File: config.mk
export PLATFORM = sky130hd
export DESIGN_NAME = debounce_multi_flat
export DESIGN_NICKNAME = d
export VERILOG_FILES = /design/src/rtl/debounce_multi_pkg.sv /design/src/rtl/debounce_multi_if.sv /design/src/rtl/debounce_prescaler.sv /design/src/rtl/debounce_multi.sv /design/src/flat_wrapper.sv
export SDC_FILE = /design/constraint.sdc
export NUM_CORES = 1
export LEC_CHECK = 0
export ABC_AREA = 1
export CAP_MARGIN = 15
export CORE_ASPECT_RATIO = 0.8
export CORE_MARGIN = 4
export CORE_UTILIZATION = 66
export CTS_BUF_LIST = sky130_fd_sc_hd__clkbuf_16
export CTS_CLUSTER_SIZE = 30
export DETAILED_ROUTE_END_ITERATION = 8
export PLACE_DENSITY = 0.94
export SLEW_MARGIN = 10
export SYNTH_ARGS = -nofsm -noshare
export SYNTH_HDL_FRONTEND = slang
export SYNTH_SLANG_ARGS = --single-unit
File: constraint.sdc
create_clock -name clk -period 2.3 [get_ports clk]
set_input_delay 0.23 -clock clk [delete_from_list [all_inputs] [get_ports clk]]
set_output_delay 0.23 -clock clk [all_outputs]
set_load 0.01 [all_outputs]
File: src/rtl/debounce_multi_pkg.sv
// Shared defaults for the multi-channel push-button debouncer.
package debounce_multi_pkg;

  // Board clock and the time base the filters are usually run at.
  localparam int unsigned BoardClkHz = 50_000_000;
  localparam int unsigned TickHz     = 1_000;

  // Cycles per tick for a given clock, clamped to the prescaler's 16-bit range.
  function automatic int unsigned prescale_for(int unsigned clk_hz, int unsigned tick_hz);
    int unsigned p;
    p = clk_hz / tick_hz;
    if (p < 1) p = 1;
    if (p > 65535) p = 65535;
    return p;
  endfunction

  localparam int unsigned DefPrescale    = prescale_for(BoardClkHz, TickHz);
  localparam int unsigned DefCntW        = 16;
  localparam int unsigned DefHoldW       = 8;
  localparam int unsigned DefHoldTicks   = 200;
  localparam int unsigned DefRepeatTicks = 50;

  // Strobe kinds; the numeric order matches the bit order used by observers.
  typedef enum logic [1:0] {
    EvDown   = 2'd0,
    EvUp     = 2'd1,
    EvLong   = 2'd2,
    EvRepeat = 2'd3
  } btn_event_e;

endpackage

File: src/rtl/debounce_multi_if.sv
// Button pins in, debounced levels and strobes out.
interface debounce_multi_if #(
  parameter int unsigned N = 4
) ();

  logic [N-1:0] btn;
  logic         repeat_en;
  logic [N-1:0] btn_state;
  logic [N-1:0] btn_down;
  logic [N-1:0] btn_up;
  logic [N-1:0] btn_long;
  logic [N-1:0] btn_repeat;

  // Board side: drives the raw pins and the repeat enable.
  modport master (
    output btn, repeat_en,
    input  btn_state, btn_down, btn_up, btn_long, btn_repeat
  );

  // Debouncer side.
  modport slave (
    input  btn, repeat_en,
    output btn_state, btn_down, btn_up, btn_long, btn_repeat
  );

endinterface

File: src/rtl/debounce_prescaler.sv
// Free-running time-base tick shared by all debouncer channels.
module debounce_prescaler #(
  parameter int unsigned PRESCALE = 1
) (
  input  logic clk_i,
  input  logic rst_ni,
  output logic tick_o
);

  localparam int unsigned CntW = (PRESCALE > 1) ? $clog2(PRESCALE) : 1;
  localparam logic [CntW-1:0] CntLast = CntW'(PRESCALE - 1);

  logic [CntW-1:0] cnt_q, cnt_d;

  // Count 0..PRESCALE-1 and tick on the last value; PRESCALE=1 ticks every cycle.
  always_comb begin
    tick_o = (cnt_q == CntLast);
    cnt_d  = tick_o ? '0 : cnt_q + 1'b1;
  end

  // Counter state.
  always_ff @(posedge clk_i or negedge rst_ni) begin
    if (!rst_ni) begin
      cnt_q <= '0;
    end else begin
      cnt_q <= cnt_d;
    end
  end

endmodule

File: src/rtl/debounce_multi.sv
// N-channel push-button debouncer with press/release, long-press and auto-repeat strobes.
module debounce_multi
  import debounce_multi_pkg::*;
#(
  parameter int unsigned N            = 4,
  parameter int unsigned INVERT       = 1,
  parameter int unsigned PRESCALE     = 1,
  parameter int unsigned CNT_W        = DefCntW,
  parameter int unsigned HOLD_W       = DefHoldW,
  parameter int unsigned HOLD_TICKS   = DefHoldTicks,
  parameter int unsigned REPEAT_TICKS = DefRepeatTicks
) (
  input logic             clk,
  input logic             rst_n,
  debounce_multi_if.slave bus
);

  localparam logic              InvBit   = (INVERT != 0);
  localparam logic [HOLD_W-1:0] HoldLast = HOLD_W'(HOLD_TICKS - 1);
  localparam logic [HOLD_W-1:0] RepLast  = HOLD_W'(REPEAT_TICKS - 1);

  logic         tick;
  logic [N-1:0] state_vec, down_vec, up_vec, long_vec, rep_vec;

  debounce_prescaler #(
    .PRESCALE (PRESCALE)
  ) u_prescaler (
    .clk_i  (clk),
    .rst_ni (rst_n),
    .tick_o (tick)
  );

  for (genvar i = 0; i < N; i++) begin : g_ch
    logic              sync0_q, sync1_q;
    logic              state_q, state_d;
    logic              down_q, down_d, up_q, up_d;
    logic              long_q, long_d, rep_q, rep_d;
    logic              long_flag_q, long_flag_d;
    logic [CNT_W-1:0]  cnt_q, cnt_d;
    logic [HOLD_W-1:0] hold_q, hold_d;
    logic              idle, accept;

    // Debounce filter: any agreement with the current level restarts the count.
    always_comb begin
      idle    = (sync1_q == state_q);
      accept  = !idle && tick && (cnt_q == '1);
      cnt_d   = cnt_q;
      if (idle) begin
        cnt_d = '0;
      end else if (tick) begin
        cnt_d = accept ? '0 : cnt_q + 1'b1;
      end
      state_d = accept ? ~state_q : state_q;
      down_d  = accept && !state_q;
      up_d    = accept && state_q;
    end

    // Hold timing: long press first, then repeats; an accepted release overrides both.
    always_comb begin
      hold_d      = hold_q;
      long_flag_d = long_flag_q;
      long_d      = 1'b0;
      rep_d       = 1'b0;
      if (!state_q || up_d) begin
        hold_d      = '0;
        long_flag_d = 1'b0;
      end else if (tick) begin
        if (!long_flag_q) begin
          if (hold_q == HoldLast) begin
            long_d      = 1'b1;
            long_flag_d = 1'b1;
            hold_d      = '0;
          end else if (hold_q != '1) begin
            hold_d = hold_q + 1'b1;
          end
        end else begin
          // With repeat disabled the count parks at the threshold.
          if (hold_q == RepLast) begin
            if (bus.repeat_en) begin
              rep_d  = 1'b1;
              hold_d = '0;
            end
          end else if (hold_q != '1) begin
            hold_d = hold_q + 1'b1;
          end
        end
      end
    end

    // Per-channel state; sync stage 0 applies the pin polarity so 0 means released.
    always_ff @(posedge clk or negedge rst_n) begin
      if (!rst_n) begin
        sync0_q     <= 1'b0;
        sync1_q     <= 1'b0;
        state_q     <= 1'b0;
        down_q      <= 1'b0;
        up_q        <= 1'b0;
        long_q      <= 1'b0;
        rep_q       <= 1'b0;
        long_flag_q <= 1'b0;
        cnt_q       <= '0;
        hold_q      <= '0;
      end else begin
        sync0_q     <= bus.btn[i] ^ InvBit;
        sync1_q     <= sync0_q;
        state_q     <= state_d;
        down_q      <= down_d;
        up_q        <= up_d;
        long_q      <= long_d;
        rep_q       <= rep_d;
        long_flag_q <= long_flag_d;
        cnt_q       <= cnt_d;
        hold_q      <= hold_d;
      end
    end

    assign state_vec[i] = state_q;
    assign down_vec[i]  = down_q;
    assign up_vec[i]    = up_q;
    assign long_vec[i]  = long_q;
    assign rep_vec[i]   = rep_q;
  end

  assign bus.btn_state  = state_vec;
  assign bus.btn_down   = down_vec;
  assign bus.btn_up     = up_vec;
  assign bus.btn_long   = long_vec;
  assign bus.btn_repeat = rep_vec;

endmodule

File: src/flat_wrapper.sv
// flat-port wrapper written by rule: the top's interface ports become plain ports
module debounce_multi_flat import debounce_multi_pkg::*;
#(
  parameter int unsigned N            = 4,
  parameter int unsigned INVERT       = 1,
  parameter int unsigned PRESCALE     = 1,
  parameter int unsigned CNT_W        = DefCntW,
  parameter int unsigned HOLD_W       = DefHoldW,
  parameter int unsigned HOLD_TICKS   = DefHoldTicks,
  parameter int unsigned REPEAT_TICKS = DefRepeatTicks
)
  (clk, rst_n, bus_btn, bus_repeat_en, bus_btn_state, bus_btn_down, bus_btn_up, bus_btn_long, bus_btn_repeat);
  debounce_multi_if #(.N(N)) bus_i ();
  input logic clk;
  input logic rst_n;
  input wire logic [$bits(bus_i.btn)-1:0] bus_btn;
  input wire logic [$bits(bus_i.repeat_en)-1:0] bus_repeat_en;
  output wire logic [$bits(bus_i.btn_state)-1:0] bus_btn_state;
  output wire logic [$bits(bus_i.btn_down)-1:0] bus_btn_down;
  output wire logic [$bits(bus_i.btn_up)-1:0] bus_btn_up;
  output wire logic [$bits(bus_i.btn_long)-1:0] bus_btn_long;
  output wire logic [$bits(bus_i.btn_repeat)-1:0] bus_btn_repeat;
  assign bus_i.btn = bus_btn;
  assign bus_i.repeat_en = bus_repeat_en;
  assign bus_btn_state = bus_i.btn_state;
  assign bus_btn_down = bus_i.btn_down;
  assign bus_btn_up = bus_i.btn_up;
  assign bus_btn_long = bus_i.btn_long;
  assign bus_btn_repeat = bus_i.btn_repeat;
  debounce_multi #(.N(N), .INVERT(INVERT), .PRESCALE(PRESCALE), .CNT_W(CNT_W), .HOLD_W(HOLD_W), .HOLD_TICKS(HOLD_TICKS), .REPEAT_TICKS(REPEAT_TICKS)) u_core (.clk(clk), .rst_n(rst_n), .bus(bus_i));
endmodule
==> results of run 1 <==
-- cells in the final DEF (no fill, tap or decap), types with 2 or more instances in the layout --
cell type / Yosys / routed
a21oi_1: 24 / 24
a31oi_1: 4 / 4
buf_4: 20 / 2
bufinv_16: 0 / 2
clkbuf_16: 0 / 17
clkdlybuf4s50_1: 0 / 25
clkinv_1: 1 / 3
clkinv_2: 0 / 3
dfrtp_1: 128 / 128
ha_1: 12 / 12
inv_1: 86 / 92
inv_2: 8 / 8
nand2_1: 150 / 150
nand2_2: 15 / 15
nand3_1: 54 / 54
nand3_2: 7 / 7
nand3_4: 2 / 2
nand3b_1: 6 / 6
nand4_1: 22 / 22
nor2_1: 124 / 124
nor2_2: 15 / 15
nor2_4: 14 / 14
nor2_8: 2 / 2
nor3_1: 26 / 26
nor3_2: 3 / 3
nor3b_1: 7 / 7
nor3b_2: 2 / 2
o21ai_0: 15 / 15
o21ai_1: 5 / 5
or2_1: 4 / 4
xnor2_1: 16 / 16
xor2_1: 23 / 23
-- report_power, final --
| group | internal, mW | total [mW] | switching, mW |
|---|---|---|---|
| registers | 2.28 | 2.30 | 0.0176 |
| logic | 0.0351 | 0.127 | 0.0914 |
| clock network | 1.55 | 2.48 | 0.935 |
-- synthesized netlist by cell type, drive strengths merged, types with 9 or more instances --
library cell  number
a21oi             24
buf               21
dfrtp            128
ha                12
inv               94
nand2            165
nand3             63
nand4             22
nor2             155
nor3              29
nor3b              9
o21ai             20
xnor2             16
xor2              23
-- critical path: stages (launching register included) --
cell and delay [ns]:
dfrtp_1 0.45, ha_1 0.27, nand3_2 0.13, nor2_1 0.20, nand2_1 0.19, nand2_1 0.12
nand2_1 0.05, nand3b_1 0.15, nand2_1 0.09
-- worst max path at each step --
stage / slack, ns / from / depth (start not counted) / endpoint
4_1_cts: 0.60 / u_core.g_ch[0].cnt_q[0] / 8 / u_core.g_ch[0].rep_q
3_3_place_gp: 0.72 / u_core.g_ch[0].cnt_q[0] / 8 / u_core.g_ch[0].hold_q[3]
2_1_floorplan: 0.89 / u_core.g_ch[1].cnt_q[0] / 7 / u_core.g_ch[1].state_q
5_1_grt: 0.43 / u_core.g_ch[0].hold_q[0] / 8 / u_core.g_ch[0].hold_q[0]
6_report: 0.59 / u_core.g_ch[0].hold_q[0] / 8 / u_core.g_ch[0].hold_q[0]
3_5_place_dp: 0.61 / u_core.g_ch[0].cnt_q[0] / 8 / u_core.g_ch[0].rep_q
-- timing repair --
action / 4_1_cts / 5_1_grt
hold endpoints to repair: 35 / 0
gates resized for setup: 0 / 0
hold buffers: 1 / 0
-- cell type report --
class	instances	area [µm²]	area share (%)
clock buffers	17	425	5.63
clock inverters	14	113	1.49
inverters	95	357	4.72
multi-input cells	555	2990	39.6
flip-flops and latches	128	3200	42.4
well taps	136	170	2.25
repair buffers	29	295	3.91
-- logic make-up (layout without fill, tap and decap cells) --
| kind of cell | count (synthesis) | in the layout | synth area share, % |
|---|---|---|---|
| xor gates and xnor gates | 39 | 39 | 5.09 |
| DFF | 128 | 128 | 47.7 |
| buffers and inverters | 116 | 155 | 7.72 |
| AOI/OAI and AO/OA | 49 | 49 | 3.77 |
| and+or+nand+nor | 455 | 455 | 33.5 |
| adders and majority gates | 12 | 12 | 2.24 |
-- metrics by stage --
step | cells | setup WS, ns | instance area [µm²]
after detailed placement | 942 | 0.608 | 7010
after global placement | 942 | 0.716 | 7010
after floorplan | 799 | 0.892 | 6710
after global routing | 974 | 0.426 | 7550
final | 974 | 0.588 | 7550
after CTS | 974 | 0.599 | 7550
-- flip-flops by register name (all words and copies together) (netlist names) --
name	cells
u_core.g_ch.up_q	4
u_core.g_ch.sync1_q	4
u_core.g_ch.rep_q	4
u_core.g_ch.long_q	4
u_core.g_ch.down_q	4
u_core.g_ch.sync0_q	4
u_core.g_ch.hold_q	32
u_core.g_ch.cnt_q	64
u_core.g_ch.long_flag_q	4
u_core.g_ch.state_q	4
-- routing by layer --
metal,GRT usage (%),wire [µm],up-vias,share of wire (%)
met3,7.70,635,36,4.4
met2,46.5,7510,170,52
li1,-,-,2594,-
met1,31.0,5940,2642,41
met4,8.89,335,0,2.3
met5,0,0,-,0
==> flow_summary.toml, run 1 <==
[outcome]
status = "finished clean"

[clock_tree]
path_clk_slew_ns = 0.05
cts_setup_buffers = 0
numCtsBuffers = 17
clock-sinks = 128
cts_max_level = 4
clk_path_buf_depth = 2
cts-root-buf = "clkbuf_16"
clk_latency_ns = 0.41
cts_tree = "yes"

[sta]
finalCritPeriodShare_pct = 74.4
fin_skew_ns = 0.00958
final.setup.tns_ns = 0
hold_ws_ns = 0.289
maxSlewHeadroom_pct = 66.8
finalCriticalPeriod_ns = 1.71
max_freq_mhz = 584
rsz0062_at_grt = "no"
setup_viol_count_final = 0
slew_violations = 0
tightest_slew_ns = 0.497
hold_violations = 0

[layout]
syn_to_final_growth_pct = 12.5
fillers = 624
utilization_pct = 77.3
diodes = 0
final_layout_size_suffix_gt1_share_pct = 11.3
layout.nets = 845

[setup_path]
cp.required_ns = 2.65
r2r-end = "u_core.g_ch[0].hold_q[0]"
rr_worst_depth = 8
end_kind = "flop"
timing.rr.start = "u_core.g_ch[0].hold_q[0]"
crit_arrival_ns = 2.06
start_kind = "flop"
critPathMaxFanout = 6
path_class = "flop to flop"
rrSetupSlack_ns = 0.59

[hold_path]
min_path_cells = 2
hold_path.class = "primary input to flop"
hold_end = "u_core.g_ch[1].sync0_q"
holdCritStartpoint = "bus_btn[1]"

[synthesis]
ys_async_sr_fraction_pct = 100
synth_flop_cell = "dfrtp_1"
synth_top_area_cell = "dfrtp_1"
syn_inst = 799
ys_ff_latch = 128
yosys-top-cells-area = "dfrtp_1, nand2_1, nor2_1"
synth_area_per_cell_um2 = 8.40
yosysSeqAreaShare_pct = 47.7
ys_types = 32
synth_edf_count = 0
synth_nets = 818
syn-cell-area_mm2 = 0.00671
ys_warn_count = 0
synth_top_cell_area_share_pct = 47.7

[die]
coreArea_mm2 = 0.00977
fp.dieW_um = 121
rows = 32
dieArea_mm2 = 0.0119
io_pins = 27
initial_core_util_pct = 68.7
die_y_um = 98.2

[global_routing]
grt-ovfl-total = 0
grt.total_usage_pct = 26.4
grt_pass1_wl_um = 25400
antenna_found_initial = 0
grt_max_degree = 65
grt_pass1_vias = 5570

[placed_design]
place_hpwl_um = 9650
gp_congestion = 0.887
io_buffers = 26

[drt]
vias_per_cell = 5.59
wl_per_cell_um = 14.8
ant_nets = 0
detail_route.first_pass.iterations = 5
vias = 5442
wl_um = 14400
drc = 0
drt_iter0_drc = 579

[pwr]
ir_drop_v = 0.000548
power_density_mw_per_mm2 = 649
p_leak_nw = 3.35
power_mw = 4.90

[flow_run]
cap_violations = 0
No activity file was read; power rests on OpenSTA's default activity.
==> run 2: changes to the inputs <==
--- a/config.mk
+++ b/config.mk
@@ -9,11 +9,11 @@
 export CAP_MARGIN = 15
 export CORE_ASPECT_RATIO = 0.8
 export CORE_MARGIN = 4
-export CORE_UTILIZATION = 66
+export CORE_UTILIZATION = 55
 export CTS_BUF_LIST = sky130_fd_sc_hd__clkbuf_16
 export CTS_CLUSTER_SIZE = 30
 export DETAILED_ROUTE_END_ITERATION = 8
-export PLACE_DENSITY = 0.94
+export PLACE_DENSITY = 0.84
 export SLEW_MARGIN = 10
 export SYNTH_ARGS = -nofsm -noshare
 export SYNTH_HDL_FRONTEND = slang
==> constraint.sdc (replaced) <==
create_clock -name clk -period 1.51 [get_ports clk]
set_input_delay 0.151 -clock clk [delete_from_list [all_inputs] [get_ports clk]]
set_output_delay 0.151 -clock clk [all_outputs]
set_load 0.01 [all_outputs]
==> flow_summary.toml, run 2 (same netlist as run 1, synthesis figures left out) <==
[global_routing]
grt_pass1_wl_um = 24100
grt_max_degree = 47
grt.total_usage_pct = 21.0
grt_pass1_vias = 5201
antenna_found_initial = 0
grt-ovfl-total = 0

[sta]
max_freq_mhz = 648
rsz0062_at_grt = "yes"
maxSlewHeadroom_pct = 70.5
hold_violations = 0
hold_ws_ns = 0.209
finalCriticalPeriod_ns = 1.54
finalCritPeriodShare_pct = 102
final.setup.tns_ns = -0.234
worst_slack_ns = -0.0339
setup_viol_count_final = 14
slew_violations = 0
tightest_slew_ns = 0.443
fin_skew_ns = 0.0101

[placed_design]
io_buffers = 26
post-place-cells = 994
placed_area_mm2 = 0.00735
place_hpwl_um = 9360
gp_congestion = 0.881
place_ws_ns = 0.00219

[die]
initial_core_util_pct = 57.2
io_pins = 27
dieArea_mm2 = 0.0140
die_y_um = 107
coreArea_mm2 = 0.0117
rows = 35
fp.dieW_um = 132

[clock_tree]
cts_tree = "yes"
cts-root-buf = "clkbuf_16"
numCtsBuffers = 17
clk_latency_ns = 0.42
clock-sinks = 128
path_clk_slew_ns = 0.06
clk_path_buf_depth = 2
cts_max_level = 4

[layout]
stdcell_count = 1042
final_cell_mix = "nand2_1, dfrtp_1, nor2_1"
layout.nets = 900
syn_to_final_growth_pct = 26.7
fillers = 797
post-route-cell-area_mm2 = 0.00850
diodes = 0
largest_reg_flops = 64
final_layout_size_suffix_gt1_share_pct = 25.1
regMostFlops = "u_core.g_ch.cnt_q"
final_common_cell = "nand2_1"
biggestRegsByFlops = "u_core.g_ch.cnt_q (64), u_core.g_ch.hold_q (32)"

[pwr]
p_leak_nw = 3.74
ir_drop_v = 0.000915
power_density_mw_per_mm2 = 939

[setup_path]
critPathMaxFanout = 5
start_kind = "flop"
cp.required_ns = 1.81
crit_arrival_ns = 1.84
path_class = "flop to flop"
cpMostUsedCell = "nor2_4"
rr_worst_depth = 8
critPathMaxStageDelay_ns = 0.37
cp_slowest_cell = "dfrtp_1"
end_kind = "flop"
crit_chain = "ha_2 -> nand2_2 -> nor2_4 -> nand3_2 -> nor2_4 -> nor2_4 -> nand2_4 -> o21ai_2"

[drt]
ant_nets = 0
detail_route.first_pass.iterations = 5
drt_iter0_drc = 454
vias_per_cell = 5.46
drc = 0
wl_um = 15900
wl_per_cell_um = 15.2
vias = 5685

[hold_path]
hold_path.class = "primary input to flop"
min_path_cells = 2

[flow_run]
cap_violations = 0

[outcome]
violations = "negative setup slack"
status = "complete, but fails checks"
run 2: worst max-delay path, delay by kind of cell (launching register included):
| kind | cells | cell delay, ns |
|---|---|---|
| DFF | 1 | 0.37 |
| adders and majority gates | 1 | 0.20 |
| and+or+nand+nor | 6 | 0.80 |
| AOI/OAI and AO/OA | 1 | 0.06 |
run 2: path summary, 6_finish.rpt:
| kind | from | slack [ns] | end |
|---|---|---|---|
| setup / recovery | u_core.g_ch[3].cnt_q[1] | -0.03 | u_core.g_ch[3].hold_q[4] |
| setup reg to reg | u_core.g_ch[3].cnt_q[1] | -0.03 | u_core.g_ch[3].hold_q[4] |
| hold / removal | bus_btn[0] | 0.21 | u_core.g_ch[0].sync0_q |
| hold reg to reg | u_core.g_ch[2].sync0_q | 0.35 | u_core.g_ch[2].sync1_q |
| min in group asynchronous | rst_n | 0.23 | u_core.g_ch[1].cnt_q[2] |
| max in group asynchronous | rst_n | 0.67 | u_core.g_ch[0].hold_q[6] |
run 2: stage by stage:
stage / utilization (%) / power (mW)
global route: 72.5 / 8.24
floorplan: - / 3.63
CTS: 68.3 / 7.98
global placement: 62.6 / 3.78
detailed placement: 62.6 / 3.78
finish: 72.5 / 7.98
run 2: metal layers:
metal,part of all wire [%],vias up,track usage [%]
met2,51,168,34.1
met5,0,-,0
met1,42,2762,28.1
met3,4.3,42,4.27
met4,2.5,0,8.25
li1,-,2713,-
run 2: cell type report:
type / instances / area [µm²] / area share [%]
flip-flops and latches: 128 / 3210 / 37.7
repair buffers: 83 / 753 / 8.86
multi-input cells: 556 / 3380 / 39.8
clock buffers: 17 / 425 / 5.00
well taps: 148 / 185 / 2.18
clock inverters: 15 / 178 / 2.09
inverters: 95 / 374 / 4.40
run 2: what timing repair did:
action,in CTS,in global routing
buffers inserted,3,10
gates resized for setup,12,100
hold buffers,1,0
endpoints found under the setup margin,29,87
pin swaps,4,42
hold endpoints to repair,40,0
gates cloned,0,2
run 2: power by group:
group          switching [mW]  total, mW  leakage (nW)  internal (mW)
combinational           0.167      0.264          1.68         0.0964
sequential             0.0285       3.50          1.76           3.47
clock                    1.50       4.22         0.300           2.72
==> RTL edit 1 (flow settings as in run 1) <==
`N` is set to 4 in 3 places; all go to 3.
--- a/src/rtl/debounce_multi_if.sv
+++ b/src/rtl/debounce_multi_if.sv
@@ -1,6 +1,6 @@
 // Button pins in, debounced levels and strobes out.
 interface debounce_multi_if #(
-  parameter int unsigned N = 4
+  parameter int unsigned N = 3
 ) ();
 
   logic [N-1:0] btn;
--- a/src/rtl/debounce_multi.sv
+++ b/src/rtl/debounce_multi.sv
@@ -2,7 +2,7 @@
 module debounce_multi
   import debounce_multi_pkg::*;
 #(
-  parameter int unsigned N            = 4,
+  parameter int unsigned N            = 3,
   parameter int unsigned INVERT       = 1,
   parameter int unsigned PRESCALE     = 1,
   parameter int unsigned CNT_W        = DefCntW,
--- a/src/flat_wrapper.sv
+++ b/src/flat_wrapper.sv
@@ -1,7 +1,7 @@
 // flat-port wrapper written by rule: the top's interface ports become plain ports
 module debounce_multi_flat import debounce_multi_pkg::*;
 #(
-  parameter int unsigned N            = 4,
+  parameter int unsigned N            = 3,
   parameter int unsigned INVERT       = 1,
   parameter int unsigned PRESCALE     = 1,
   parameter int unsigned CNT_W        = DefCntW,
Ports: changed (6 resized); port bits go from 27 to 21. The function was not compared with the original's and may differ.
==> RTL edit 1 against run 1 <==
- critical path depth did not move
- cell count fell by 25%
- area after synthesis fell by 25%
- non-clock buffer count fell by 7
- setup slack improved by 0.017 ns
- global-route usage fell by 2.7 points
- final area fell by 27%
- sequential cell count fell by 32
- count of clock-buffer cells in the layout fell by 8
- die area fell by 23%
- routed wire length fell by 31%
- via count fell by 28%
- total power fell by 35%
==> RTL edit 1: results (changes against run 1) <==
stage,metric,value,unit,change
routing,wire per inst,13.58,µm,-8.3%
routing,DR iter-0 viols,293,,-49%
placed_design,post-placement setup slack,0.6980,ns,+0.09024 ns
logic_synthesis,top cell types by occurrence after synthesis,"114 x nand2_1, 96 x dfrtp_1, 96 x nor2_1, 62 x inv_1, 37 x nand3_1",,
logic_synthesis,Syn Nets,617,,-25%
routing,final routed DRC violation total,0,,unchanged
timing,worst clock skew,0.007100,ns,-0.002479 ns
placed_design,Post-DP Area,5254,µm²,-25%
timing,setup TNS,0,ns,unchanged
placed_design,RD Place Congestion,0.8691,,-2.0%
routing,1st-pass router iterations,6,,+1
power,P_leak,0.002413,µW,-28%
logic_synthesis,top post-synthesis cells by area,"dfrtp_1 48%, nand2_1 8.5%, nor2_1 7.2%",,
placed_design,port bufs,20,,-23%
logic_synthesis,unique cell type count in the Yosys netlist,31,,-3.1%
global_routing,gr usage total,0.2370,,-0.02701
clock_tree,CTS H-tree depth,3,,-1
clock_tree,clk buf depth,2,,unchanged
critical_path,"Max FO, Critical Path",6,,unchanged
clock_tree,clk slew on worst S/H paths,0.07,ns,+0.02 ns
global_routing,largest net degree at the start of global routing,56,,-14%
cells_and_area,largest registers,"u_core.g_ch.cnt_q (48), u_core.g_ch.hold_q (24)",,
power,peak supply drop,0.0004580,V,-16%
global_routing,vias in the first global route,3862,,-31%
clock_tree,post_cts resized,0,,unchanged
worst_hold_path,worst min-delay path class,reg -> reg,,
routing,vias per cell,5.418,,-3.0%
cells_and_area,# nets final,633,,-25%
critical_path,Crit path arrival time,1.98,ns,-0.08 ns
timing,Slew HR,0.6393,,-0.02909
logic_synthesis,synth warn,0,,unchanged
placed_design,dpl hpwl,7.013,mm,-27%
run_status,status,completed,,
cells_and_area,Fillers,510,,-18%
logic_synthesis,leading area contributor after synthesis,dfrtp_1,,
clock_tree,worst skew pair latency,0.35,ns,-0.06 ns
cells_and_area,layout cells sized above 1,0.1156,,+0.002205
global_routing,first-pass GRT wire length,17.44,mm,-31%
logic_synthesis,sequential-to-total area share from yosys stat,0.4778,,+0.0006829
clock_tree,Num CTS Buffers,9,,-8
[RTL edit 1: timing repair]
item                                   in CTS  in global routing
setup buffers                               0                  0
hold buffers                                1                  0
endpoints found under the hold margin      41                  0
[RTL edit 1: metrics by stage]
stage / hold WS [ns] / std cells
3_3_place_gp: 0.2451 / 711
6_report: 0.3471 / 728
3_5_place_dp: 0.2471 / 711
5_1_grt: 0.3518 / 728
4_1_cts: 0.3503 / 728
2_1_floorplan: -0.06559 / 602
[RTL edit 1: cell type report]
class,instances,area (µm²),share of cell area
clock buffer,9,225.2,0.04067
clock inverter,7,48.80,0.008812
inverter,75,281.5,0.05084
multi-input combinational,414,2221,0.4010
sequential,96,2402,0.4338
tap,105,131.4,0.02372
timing repair buffer,22,227.7,0.04112
[RTL edit 1: worst max-delay path: stages (launching register included)]
cell and delay, ns:
dfrtp_1 0.45, ha_1 0.30, nand3_2 0.14, nor2_2 0.18
nand2_1 0.17, nand2_1 0.10, nand2_1 0.05, nand3b_1 0.15
nand2_1 0.08
[RTL edit 1: kinds of logic (layout without fill, tap and decap cells)]
logic type | after synthesis | count (layout) | synth area share
xor gates and xnor gates | 29 | 29 | 0.05052
AOI/OAI and AO/OA | 43 | 43 | 0.04530
DFF | 96 | 96 | 0.4778
and+or+nand+nor | 333 | 333 | 0.3235
adders and majority gates | 9 | 9 | 0.02240
buffers and inverters | 92 | 113 | 0.08039
[RTL edit 1: power by group]
part           switching [µW]  internal (µW)  total (µW)
clock                     649            730        1380
combinational            69.8           28.6        98.4
sequential               11.1           1710        1720
[RTL edit 1: path summary, 6_finish.rpt]
kind / slack, ns / end / from / cells past startpoint
max: 0.60 / u_core.g_ch[2].hold_q[0] / u_core.g_ch[2].hold_q[0] / 8
min: 0.35 / u_core.g_ch[2].sync1_q / u_core.g_ch[2].sync0_q / 0
max reg2reg: 0.60 / u_core.g_ch[2].hold_q[0] / u_core.g_ch[2].hold_q[0] / 8
min reg2reg: 0.35 / u_core.g_ch[2].sync1_q / u_core.g_ch[2].sync0_q / 0
max in group asynchronous: 1.23 / u_core.g_ch[1].cnt_q[10] / rst_n / 3
min in group asynchronous: 0.40 / u_core.g_ch[2].cnt_q[6] / rst_n / 2
[RTL edit 1: metal layers]
layer,track usage,share of wire
met1,0.3009,0.44
met2,0.4057,0.50
met3,0.05267,0.050
met4,0.08235,0.014
met5,0,0
==> RTL edit 2 (settings of run 1) <==
Without the edit above. Make the reset (`rst_n` and `rst_ni`) synchronous in 2 clocked blocks.
--- a/src/rtl/debounce_prescaler.sv
+++ b/src/rtl/debounce_prescaler.sv
@@ -19,7 +19,7 @@
   end
 
   // Counter state.
-  always_ff @(posedge clk_i or negedge rst_ni) begin
+  always_ff @(posedge clk_i) begin
     if (!rst_ni) begin
       cnt_q <= '0;
     end else begin
--- a/src/rtl/debounce_multi.sv
+++ b/src/rtl/debounce_multi.sv
@@ -88,7 +88,7 @@
     end
 
     // Per-channel state; sync stage 0 applies the pin polarity so 0 means released.
-    always_ff @(posedge clk or negedge rst_n) begin
+    always_ff @(posedge clk) begin
       if (!rst_n) begin
         sync0_q     <= 1'b0;
         sync1_q     <= 1'b0;
Behaviour: no difference found for any inputs over 10 cycles, from zero or initial values and one cycle with rst_n low; that may be too few to reach the edited logic, so the function may still have changed.
==> RTL edit 2 against run 1 <==
- area after synthesis is 0.97% higher
- worst hold slack better by 0.054 ns
- die area is 0.90% higher
- via count is 17% higher
- sequential cell count is 1 higher
- final area is 0.66% higher
- global-route usage is 0.42 points higher
- routed wire length is 6.9% higher
- total power is 1.3% higher
- setup slack worse by 0.014 ns
- clock skew is 0.0034 ns lower
- critical path type unchanged
- critical endpoint is now u_core.g_ch[0].hold_q[1]
- largest power group unchanged
- highest routed layer unchanged
==> RTL edit 2: results (changes against run 1) <==
stage,metric,value,unit,change
run_status,status,completed,,
logic_synthesis,Mapped Cells,984,,+23%
clock_tree,Num CTS Buffers,17,,unchanged
cells_and_area,post-route core utilization,0.7721,,-0.001205
placed_design,RD Place Congestion,0.9854,,+11%
global_routing,GR Util met3,0.07458,,-0.002428
cells_and_area,# nets final,1023,,+21%
logic_synthesis,Synth Area in Compound Gates,0.06923,,+0.03158
timing,worst clock skew,0.006216,ns,-0.003363 ns
logic_synthesis,top cell types by occurrence after synthesis,"231 x nand2_1, 171 x nor2_1, 129 x dfxtp_1, 96 x inv_1, 64 x nand3_1",,
global_routing,M2 GR Usage,0.4306,,-0.03400
global_routing,vias in the first global route,5905,,+6.0%
routing,Met1 Wirelength,6.580,mm,+11%
power,internal power,3864,µW,+0.13%
logic_synthesis,Post-Synth XOR/XNOR Area,0.03877,,-0.01212
cells_and_area,Fillers,693,,+11%
routing,DR vias,6376,,+17%
routing,DR iter-0 viols,634,,+9.5%
placed_design,post-placement setup slack,0.3241,ns,-0.2836 ns
logic_synthesis,sequential-to-total area share from yosys stat,0.3810,,-0.09614
global_routing,gr usage total,0.2682,,+0.004157
placed_design,dpl hpwl,10.56,mm,+9.5%
placed_design,Post-DP Area,7033,µm²,+0.38%
routing,Routed met3 length,1.223,mm,+93%
global_routing,first-pass GRT wire length,26.53,mm,+4.5%
critical_path,Crit-path slowest cell,dfxtp_1,,
global_routing,global routing usage on met1,0.3422,,+0.03182
logic_synthesis,unique cell type count in the Yosys netlist,42,,+31%
routing,1st-pass router iterations,6,,+1
logic_synthesis,"FFs w/ async S/R, synth",0,,-1.000
critical_path,Crit path arrival time,2.08,ns,+0.02 ns
routing,routed wire length,15.41,mm,+6.9%
cells_and_area,layout cells sized above 1,0.1091,,-0.004221
critical_path,CP max stage delay,0.40,ns,-0.05 ns
cells_and_area,"non-filler cells, final",1153,,+18%
logic_synthesis,Adder-Cell Fraction of Synth Area,0.02215,,-0.0002147
logic_synthesis,top_reg_cell synth,dfxtp_1,,
logic_synthesis,top post-synthesis cells by area,"dfxtp_1 38%, nand2_1 13%, nor2_1 9.5%",,
[RTL edit 2: cell types whose count changed after synthesis, sizes merged, moves of 5 or more]
cell	delta
nand3	+9
o21ai	+12
nor2	+28
nor3	+10
dfxtp	+129
nor3b	-5
xnor2	-9
nand2	+82
dfrtp	-128
o21bai	+7
inv	+22
nand3b	-5
buf	+9
a21oi	+12
[RTL edit 2: layout make-up]
class                   count  share of cell area
repair buffers             32             0.04014
flip-flops and latches    129              0.3398
multi-input cells         707              0.4648
clock buffers              17             0.05594
well taps                 136             0.02238
clock inverters            15             0.01925
inverters                 117             0.05775
[RTL edit 2: power groups by stage]
stage / Sequential [µW] / Clock, µW / Combinational, µW
after floorplan: 2300 / 0 / 82.7
after detailed placement: 2300 / 0 / 119
after CTS: 2250 / 2620 / 121
final: 2250 / 2590 / 123
after global placement: 2300 / 0 / 116
after global routing: 2250 / 2720 / 135
[RTL edit 2: worst max-delay path: cells and delay by family (launching register included)]
kind	cells	cell delay, ns
fa+ha+maj	1	0.21
flops	1	0.40
buf+inv	1	0.06
simple gates	7	0.98
[RTL edit 2: worst paths after layout]
path | startpoint | to | slack (ns) | depth (start not counted)
worst min register to register | u_core.g_ch[0].sync0_q | u_core.g_ch[0].sync1_q | 0.41 | 2
worst min-delay path | bus_btn[1] | u_core.g_ch[1].sync0_q | 0.34 | 2
worst max register to register | u_core.g_ch[0].hold_q[0] | u_core.g_ch[0].hold_q[1] | 0.57 | 9
worst max-delay path | u_core.g_ch[0].hold_q[0] | u_core.g_ch[0].hold_q[1] | 0.57 | 9
